--- src/rtl/muldiv_seq_if.sv ---
// Request/response and shared-ALU signals between the core and the iterative
// multiply/divide sequencer.
interface muldiv_seq_if #(
    parameter int DATA_WIDTH = 32
);
    logic                  start;
    logic [2:0]            funct3;
    logic [DATA_WIDTH-1:0] rs1;
    logic [DATA_WIDTH-1:0] rs2;
    logic [DATA_WIDTH-1:0] alu_op1;
    logic [DATA_WIDTH-1:0] alu_op2;
    logic [2:0]            alu_ctrl;
    logic [DATA_WIDTH-1:0] alu_sum;
    logic                  busy;
    logic                  done;
    logic [DATA_WIDTH-1:0] result;

    // Core side: issues requests and owns the ALU result wire.
    modport master (
        output start, funct3, rs1, rs2, alu_sum,
        input  alu_op1, alu_op2, alu_ctrl, busy, done, result
    );

    // Sequencer side.
    modport slave (
        input  start, funct3, rs1, rs2, alu_sum,
        output alu_op1, alu_op2, alu_ctrl, busy, done, result
    );
endinterface

--- src/rtl/muldiv_seq.sv ---
// Iterative unsigned MUL/MULHU/DIVU/REMU sequencer that borrows the core's
// shared ALU for its add (shift-add multiply) and subtract (restoring divide) steps.
module muldiv_seq #(
    parameter int DATA_WIDTH = 32
) (
    input  logic         clk,
    input  logic         rst_n,
    muldiv_seq_if.slave  bus
);
    localparam int CW = $clog2(DATA_WIDTH);

    localparam logic [2:0] F3_MUL   = 3'b000;
    localparam logic [2:0] F3_MULHU = 3'b011;
    localparam logic [2:0] F3_DIVU  = 3'b101;
    localparam logic [2:0] F3_REMU  = 3'b111;

    localparam logic [2:0] ALU_ADD = 3'b000;
    localparam logic [2:0] ALU_SUB = 3'b001;

    typedef enum logic [1:0] {
        IDLE = 2'd0,
        RUN  = 2'd1,
        DONE = 2'd2
    } state_t;

    state_t state, state_next;

    // hi/lo double as rem/quo during a divide, mcand doubles as the divisor.
    logic [DATA_WIDTH-1:0] hi, lo, mcand;
    logic [DATA_WIDTH-1:0] hi_n, lo_n;
    logic [DATA_WIDTH-1:0] result_q;
    logic [CW-1:0]         counter;
    logic                  op_div;
    logic                  op_hi;

    logic                  load;
    logic                  fast;
    logic [DATA_WIDTH-1:0] fast_result;
    logic                  last;
    logic [DATA_WIDTH:0]   shifted;
    logic                  carry;

    assign last    = (counter == CW'(DATA_WIDTH - 1));
    assign shifted = {hi, lo[DATA_WIDTH-1]};
    assign carry   = (bus.alu_sum < hi);

    always_ff @(posedge clk or negedge rst_n) begin
        if (!rst_n) begin
            state <= IDLE;
        end else begin
            state <= state_next;
        end
    end

    always_comb begin
        state_next  = state;
        load        = 1'b0;
        fast        = 1'b0;
        fast_result = '0;
        unique case (state)
            IDLE, DONE: begin
                state_next = IDLE;
                if (bus.start) begin
                    unique case (bus.funct3)
                        F3_MUL, F3_MULHU: begin
                            state_next = RUN;
                            load       = 1'b1;
                        end
                        F3_DIVU, F3_REMU: begin
                            if (bus.rs2 == '0) begin
                                state_next  = DONE;
                                fast        = 1'b1;
                                fast_result = bus.funct3[1] ? bus.rs1 : '1;
                            end else begin
                                state_next = RUN;
                                load       = 1'b1;
                            end
                        end
                        default: begin
                            state_next = DONE;
                            fast       = 1'b1;
                        end
                    endcase
                end
            end
            RUN: begin
                if (last) begin
                    state_next = DONE;
                end
            end
            default: state_next = IDLE;
        endcase
    end

    // ALU steering and one-step next values for both algorithms.
    always_comb begin
        bus.alu_op1  = '0;
        bus.alu_op2  = '0;
        bus.alu_ctrl = ALU_ADD;
        hi_n         = hi;
        lo_n         = lo;
        if (state == RUN) begin
            if (op_div) begin
                bus.alu_op1  = shifted[DATA_WIDTH-1:0];
                bus.alu_op2  = mcand;
                bus.alu_ctrl = ALU_SUB;
                if (shifted[DATA_WIDTH] || (shifted[DATA_WIDTH-1:0] >= mcand)) begin
                    hi_n = bus.alu_sum;
                    lo_n = {lo[DATA_WIDTH-2:0], 1'b1};
                end else begin
                    hi_n = shifted[DATA_WIDTH-1:0];
                    lo_n = {lo[DATA_WIDTH-2:0], 1'b0};
                end
            end else begin
                bus.alu_op1  = hi;
                bus.alu_op2  = mcand;
                bus.alu_ctrl = ALU_ADD;
                if (lo[0]) begin
                    hi_n = {carry, bus.alu_sum[DATA_WIDTH-1:1]};
                    lo_n = {bus.alu_sum[0], lo[DATA_WIDTH-1:1]};
                end else begin
                    hi_n = {1'b0, hi[DATA_WIDTH-1:1]};
                    lo_n = {hi[0], lo[DATA_WIDTH-1:1]};
                end
            end
        end
    end

    // Operand latching, iteration and the result register (written only on entry to DONE).
    always_ff @(posedge clk or negedge rst_n) begin
        if (!rst_n) begin
            hi       <= '0;
            lo       <= '0;
            mcand    <= '0;
            counter  <= '0;
            op_div   <= 1'b0;
            op_hi    <= 1'b0;
            result_q <= '0;
        end else begin
            if (load) begin
                hi      <= '0;
                lo      <= bus.rs1;
                mcand   <= bus.rs2;
                counter <= '0;
                op_div  <= bus.funct3[2];
                op_hi   <= bus.funct3[1];
            end else if (state == RUN) begin
                hi      <= hi_n;
                lo      <= lo_n;
                counter <= counter + CW'(1);
            end

            if (fast) begin
                result_q <= fast_result;
            end else if ((state == RUN) && last) begin
                result_q <= op_hi ? hi_n : lo_n;
            end
        end
    end

    assign bus.busy   = (state == RUN);
    assign bus.done   = (state == DONE);
    assign bus.result = result_q;
endmodule
--- src/flat_wrapper.sv ---
// flat-port wrapper written by rule: the top's interface ports become plain ports
module muldiv_seq_flat 
#(
    parameter int DATA_WIDTH = 32
)
  (clk, rst_n, bus_start, bus_funct3, bus_rs1, bus_rs2, bus_alu_sum, bus_alu_op1, bus_alu_op2, bus_alu_ctrl, bus_busy, bus_done, bus_result);
  muldiv_seq_if #(.DATA_WIDTH(DATA_WIDTH)) bus_i ();
  input  logic clk;
  input  logic rst_n;
  input wire logic [$bits(bus_i.start)-1:0] bus_start;
  input wire logic [$bits(bus_i.funct3)-1:0] bus_funct3;
  input wire logic [$bits(bus_i.rs1)-1:0] bus_rs1;
  input wire logic [$bits(bus_i.rs2)-1:0] bus_rs2;
  input wire logic [$bits(bus_i.alu_sum)-1:0] bus_alu_sum;
  output wire logic [$bits(bus_i.alu_op1)-1:0] bus_alu_op1;
  output wire logic [$bits(bus_i.alu_op2)-1:0] bus_alu_op2;
  output wire logic [$bits(bus_i.alu_ctrl)-1:0] bus_alu_ctrl;
  output wire logic [$bits(bus_i.busy)-1:0] bus_busy;
  output wire logic [$bits(bus_i.done)-1:0] bus_done;
  output wire logic [$bits(bus_i.result)-1:0] bus_result;
  assign bus_i.start = bus_start;
  assign bus_i.funct3 = bus_funct3;
  assign bus_i.rs1 = bus_rs1;
  assign bus_i.rs2 = bus_rs2;
  assign bus_i.alu_sum = bus_alu_sum;
  assign bus_alu_op1 = bus_i.alu_op1;
  assign bus_alu_op2 = bus_i.alu_op2;
  assign bus_alu_ctrl = bus_i.alu_ctrl;
  assign bus_busy = bus_i.busy;
  assign bus_done = bus_i.done;
  assign bus_result = bus_i.result;
  muldiv_seq #(.DATA_WIDTH(DATA_WIDTH)) u_core (.clk(clk), .rst_n(rst_n), .bus(bus_i));
endmodule
--- config.mk ---
export PLATFORM = sky130hd
export DESIGN_NAME = muldiv_seq_flat
export DESIGN_NICKNAME = d
export VERILOG_FILES = /design/src/rtl/muldiv_seq_if.sv /design/src/rtl/muldiv_seq.sv /design/src/flat_wrapper.sv
export SDC_FILE = /design/constraint.sdc
export NUM_CORES = 1
export LEC_CHECK = 0
export ABC_AREA = 0
export BUFFER_PORTS_ARGS = -buffer_cell sky130_fd_sc_hd__buf_2
export CAP_MARGIN = 20
export CORE_AREA = 8 8 142 144
export CTS_CLUSTER_SIZE = 12
export DETAILED_ROUTE_END_ITERATION = 7
export DIE_AREA = 0 0 150 152
export PLACE_DENSITY = 0.88
export SLEW_MARGIN = 20
export SYNTH_ARGS = -nofsm -noshare
export SYNTH_HDL_FRONTEND = slang
export SYNTH_SLANG_ARGS = --single-unit
--- constraint.sdc ---
create_clock -name clk -period 3.19 [get_ports clk]
set_clock_uncertainty 0.2 [all_clocks]
set_input_delay 0 -clock clk [delete_from_list [all_inputs] [get_ports clk]]
set_output_delay 0 -clock clk [all_outputs]
set_load 0.01 [all_outputs]
## Word level (Yosys, flattened, before mapping)

Cells that the tools add are included.

| storage, ports and cells | value |
|---|---|
| bits in registers | 137 |
| input bits | 102 |
| output and inout port bits | 101 |
| logic and storage cells | 68 |

| operators by class | value |
|---|---|
| $add $sub $neg | 1 |
| order comparisons | 2 |
| equality and inequality tests | 7 |
| multiplexer cells | 40 |
| reductions and logical operators | 10 |

Operators by type and width:

| operator | count |
|---|---|
| $mux 32 | 22 |
| $ge 32x32->1 | 1 |
| $logic_not 32->1 | 1 |
| $lt 32x32->1 | 1 |
| $mux 5 | 2 |
| $mux 1 | 8 |
| $pmux 2 s2 | 2 |
| $eq 3x3->1 const B | 2 |
| $mux 2 | 3 |
| $reduce_or 2->1 | 3 |
| $add 5x1->5 const B | 1 |
| $eq 5x5->1 const B | 1 |
| $pmux 1 s2 | 2 |
| $reduce_bool 2->1 | 2 |
| $eq 3x2->1 const B | 1 |
| $logic_not 3->1 | 1 |
| $mux 3 | 1 |
| $eq 2x1->1 const B | 1 |
| $eq 2x2->1 const B | 1 |
| $logic_not 2->1 | 1 |
| $ne 2x1->1 const B | 1 |
| $logic_and 1x1->1 | 1 |
| $logic_or 1x1->1 | 1 |

## Longest topological paths before layout

| depth | value |
|---|---|
| depth in word-level cells | 8 |
| gate-level depth with buffers | 10 |
| depth with buffers taken out | 9 |

## Worst setup path after synthesis

OpenSTA, ideal clock, no wires.

| timing path | value |
|---|---|
| kind | register -> register |
| from | register u_core.hi[16] |
| to | register u_core.result_q[0], in the netlist u_core.bus.result[0] |
| setup time | 0.068 ns |
| arrival | 2.484 ns |
| data required time | 2.922 ns |
| path slack | 0.438 ns |
| cell stages (with the launch flop) | 9 |
| buffers on the path | 0 |
| clock period less this slack | 2.752 ns |
| cell sequence | dfrtp_1 -> ha_1 -> a21o_1 -> a221o_1 -> a2111oi_4 -> nand3_2 -> or3_1 -> a311o_1 -> nand3_1 |

| on the way | value |
|---|---|
| longest elaborated chain between the ends | 8 |
| elaborated cells on any way between the ends | 11 |
| classes of those cells | order compare (1); mux (9); reduce/logical (1) |

RTL lines:

| element | line | source |
|---|---|---|
| start, declared | muldiv_seq.sv:29 | `logic [DATA_WIDTH-1:0] hi, lo, mcand;` |
| start signal, assigned | muldiv_seq.sv:148 | `hi <= hi_n;` |
| $ge 32x32->1 * | muldiv_seq.sv:107 | `if (shifted[DATA_WIDTH] \|\| (shifted[DATA_WIDTH-1:0] >= mcand)) begin` |
| $logic_or 1x1->1 * | muldiv_seq.sv:107 |  |
| $mux 1 / $mux 32 (equally long branches) | muldiv_seq.sv:107 |  |
| $mux 32 | muldiv_seq.sv:103 | `if (op_div) begin` |
| $mux 32 | muldiv_seq.sv:102 | `if (state == RUN) begin` |
| $mux 32 * | muldiv_seq.sv:156 | `result_q <= op_hi ? hi_n : lo_n;` |
| $mux 32 * | muldiv_seq.sv:155 | `end else if ((state == RUN) && last) begin` |
| $mux 32 * | muldiv_seq.sv:153 | `if (fast) begin` |
| end signal, assigned | muldiv_seq.sv:154 | `result_q <= fast_result;` |
| end signal, assigned | muldiv_seq.sv:156 |  |
| end, declared | muldiv_seq.sv:31 | `logic [DATA_WIDTH-1:0] result_q;` |

Every way passes the cells marked *; elsewhere a longest branch is shown, timed or not. The select of a mux whose other input is x is not followed.
A chain may end at the register's enable or synchronous reset.

## Worst setup path after layout

| timing path | value |
|---|---|
| from | register u_core.mcand[17] |
| to | register u_core.hi[14] |

| on the way | value |
|---|---|
| longest elaborated chain between the ends | 7 |

RTL lines:

| element | line | source |
|---|---|---|
| start, declared | muldiv_seq.sv:29 |  |
| start signal, assigned | muldiv_seq.sv:143 | `mcand <= bus.rs2;` |
| $ge 32x32->1 | muldiv_seq.sv:107 |  |
| $logic_or 1x1->1 | muldiv_seq.sv:107 |  |
| $mux 32 | muldiv_seq.sv:107 |  |
| $mux 32 | muldiv_seq.sv:103 |  |
| $mux 32 | muldiv_seq.sv:102 |  |
| $mux 32 | muldiv_seq.sv:147 | `end else if (state == RUN) begin` |
| $mux 32 | muldiv_seq.sv:140 | `if (load) begin` |

Every way passes these cells. The select of a mux whose other input is x is not followed.

==> key figures <==
Worst setup path
  – CP Depth: 10
  – R2r setup slk: 0.03 ns
  – Worst Setup End Kind: flop
  – Critical Path AT: 3.26 ns
  – Critical path, cell by cell: inv_1, ha_1, a21o_1, a221o_1, a2111oi_4, nand3_2, nor2_4, clkbuf_16, mux2i_1, o21ai_0
  – FF-to-FF Start: u_core.mcand[17]
  – CP max stage cell: dfrtp_1
  – Crit path to: u_core.hi[14]
  – Worst Path Max Fanout: 12
  – Worst path required time: roughly 3.3 ns
  – Worst Path Buf+Inv: 2
  – CP startpoint kind: flop
  – Register-to-Register Path Depth: 10
  – CP top delay family: compound AO/OA/AOI/OAI gates
  – Setup CP Type: reg2reg
  – Worst Setup SP: u_core.mcand[17]
  – FF-to-FF End: u_core.hi[14]
  – Worst path max stage delay: roughly 0.39 ns

Placed design
  – Placed cells: approximately 1600
  – Placed Area: 0.0113 mm^2
  – Placer Congestion: 0.992
  – Dpl hpwl: 23.9 mm
  – Port Buffers: 200

STA
  – Unrepaired setup endpoints after global routing: yes
  – Tmin final: 3.16 ns
  – Worst-margin pin slew: 1.14 ns
  – Max Clk Rate: 0.316 GHz
  – Slew headroom: 24.1%
  – Tcrit/Tclk final: 99.2%
  – Slew Viols, Final: 0
  – Final setup fails: 0
  – Final count of hold timing violations: 0
  – Fin Setup TNS: 0 ns

GRT
  – First-pass GRT wire length: 57.2 mm
  – GRT overflow: 0
  – GRT Total Usage: 31.2%
  – Vias in the first global route: 10804
  – Initial antenna violation count: 1
  – Largest net degree at the start of global routing: 101

Cells and area
  – Multi-input logic area: between 0.005 and 0.006 mm^2
  – Fillers: 1233
  – Final core utilization: 73.1%
  – Seq. cell area: 0.00343 mm^2
  – Area grow syn2layout: 32.8%
  – Non-filler instance count after layout: 1719
  – Final design instance area without fill: 0.0130 mm^2
  – Final #Nets: 1643
  – Fraction of layout cells with a size suffix above 1: 20.6%

Yosys
  – Post-synth ARST share: 100%
  – Top-count cell post-synth: nand2_1
  – Yosys top cell by area: dfrtp_1
  – Syn avg cell area: 8.26 um^2
  – YS warnings: 0
  – Flops & latches, synth: 137
  – Post-synth EDFFs: 0
  – Top post-synthesis cells by count: 165 x nand2_1, 163 x o21ai_0, 137 x dfrtp_1, 123 x mux2i_1, 110 x nor2_1
  – Post-Syn Area: a little under 0.01 mm^2
  – Post-Synthesis Cells: 1185
  – Top cells by area, synth: dfrtp_1 35%, mux2i_1 13%, o21ai_0 8.3%
  – Synth top area share: 35.0%
  – Sequential cell area fraction in the yosys report: 35.0%
  – Top_reg_cell synth: dfrtp_1
  – Synth unique cells: 52

Routing
  – DRC Markers: 2
  – WL final: 36.9 mm
  – Via count: 11058
  – Initial DRC Count: approximately 1300
  – Routed Antenna Nets: 0
  – Avg WL per Cell: 21.4 um
  – Drt via density: 6.43
  – Pre-antenna DRT Iters: 8

Clock tree
  – Clock-pin slew of the registers on the worst-case setup and hold paths: 0.06 ns
  – CTS tree: done
  – Clock sinks: 137
  – H-tree depth: 4
  – Max clock buf depth: 2
  – TritonCTS buffer count: 17
  – Skew-Pair Late Insertion Delay: 0.44 ns
  – CTS Root Cell: clkbuf_16

Floorplan
  – Io pins: 203
  – Row cnt: 49
  – Die Y: between 150 and 200 um
  – Die ar.: about 0.023 mm^2
  – DIE WIDTH: 150 um
  – Placeable Area: roughly 0.018 mm^2
  – Initial Utilization: 55.1%

Worst hold path
  – Hold Path Class: in2async

Outcome
  – Status: finished with violations
  – Violations in the final reports: design-rule violations

Run
  – Max-cap violation count: 0

Pwr
  – Peak VDD IR: 0.690 mV
  – Static leakage: roughly 0.0062 uW
  – Power Dens Cells: around 970 mW/mm^2
  – Total power draw: 12600 uW
## area by class of cell
cell class / count / area share [%]
Multi-Input combinational cell: 891 / 44.3
Sequential cell: 137 / 26.4
Timing Repair Buffer: 361 / 20.0
Clock buffer: 21 / 3.62
Tap cell: 229 / 2.20
Inverter: 68 / 1.96
Clock inverter: 11 / 1.47
Antenna cell: 1 / 0.0192
## cell usage in the layout, fill, tap and decap left out, drive strengths merged, types with 22 or more instances in the layout
cell type / netlist / final
dlygate4sd3: 0 / 101
inv: 68 / 69
dfrtp: 137 / 137
a222oi: 30 / 30
a21oi: 56 / 56
o22ai: 31 / 31
o211ai: 32 / 32
mux2i: 123 / 123
buf: 31 / 259
nand2b: 36 / 36
ha: 65 / 65
nand2: 165 / 165
nor2: 111 / 111
clkbuf: 59 / 22
o21ai: 169 / 169
## routing by layer
metal / global-route usage, % / vias up / wire length [um]
met5: 0 / - / 0
met4: 21.0 / 0 / 2720
met3: 5.64 / 242 / 3580
met2: 51.4 / 853 / 17600
met1: 36.3 / 5146 / 12900
li1: - / 4817 / -
## how the worst min path moves through the flow
stage / end / cells after the start / startpoint
CTS: u_core.state[1] / 5 / bus_funct3[0]
finish: u_core.hi[9] / 2 / rst_n
detailed placement: u_core.mcand[10] / 1 / rst_n
global placement: u_core.mcand[6] / 1 / rst_n
global route: u_core.state[1] / 5 / bus_funct3[0]
floorplan: u_core.bus.result[0] / 0 / rst_n
## registers in the layout, indices dropped and copies added (netlist names)
| signal | count |
|---|---|
| u_core.state | 2 |
| u_core.op_div | 1 |
| u_core.mcand | 32 |
| u_core.op_hi | 1 |
| u_core.counter | 5 |
| u_core.hi | 32 |
| u_core.bus.result | 32 |
| u_core.lo | 32 |
## report_power, final
part | switching (uW) | internal, uW | total [uW]
combinational | 4470 | 2940 | 7410
clock | 813 | 1450 | 2260
sequential | 555 | 2350 | 2910
## cells by family (layout without fill, tap and decap cells)
family | Yosys count | after routing | share of synthesized area (%)
muxes | 123 | 123 | 12.6
buffers and inverters | 158 | 461 | 6.62
adders and majority gates | 65 | 65 | 8.31
other | 1 | 3 | 0.0383
and+or+nand+nor | 354 | 354 | 15.6
AOI/OAI and AO/OA | 344 | 344 | 21.5
xor gates and xnor gates | 3 | 3 | 0.268
DFF | 137 | 137 | 35.0
## per-stage QoR
| step | hold WS, ns | worst slack, ns |
|---|---|---|
| after floorplan | -0.496 | 0.438 |
| after global placement | -0.0704 | 0.242 |
| after detailed placement | -0.0746 | 0.171 |
| after CTS | 0.00402 | 0.0910 |
| after global routing | 0.0484 | -0.0232 |
| final | 0.00387 | 0.0262 |
## what timing repair did
action                                  in CTS  in global routing
gates resized for setup                      0                 11
hold buffers                               101                  0
buffers inserted                             0                  2
endpoints found under the setup margin       0                 15
endpoints found under the hold margin      212                  0
## worst register-to-register path, stage by stage (launching register included)
cell and delay (ns):
dfrtp_1 0.39, inv_1 0.12, ha_1 0.27, a21o_1 0.19, a221o_1 0.36, a2111oi_4 0.38
nand3_2 0.18, nor2_4 0.24, clkbuf_16 0.23, mux2i_1 0.30, o21ai_0 0.17
No activity file was read; power rests on OpenSTA's default activity.
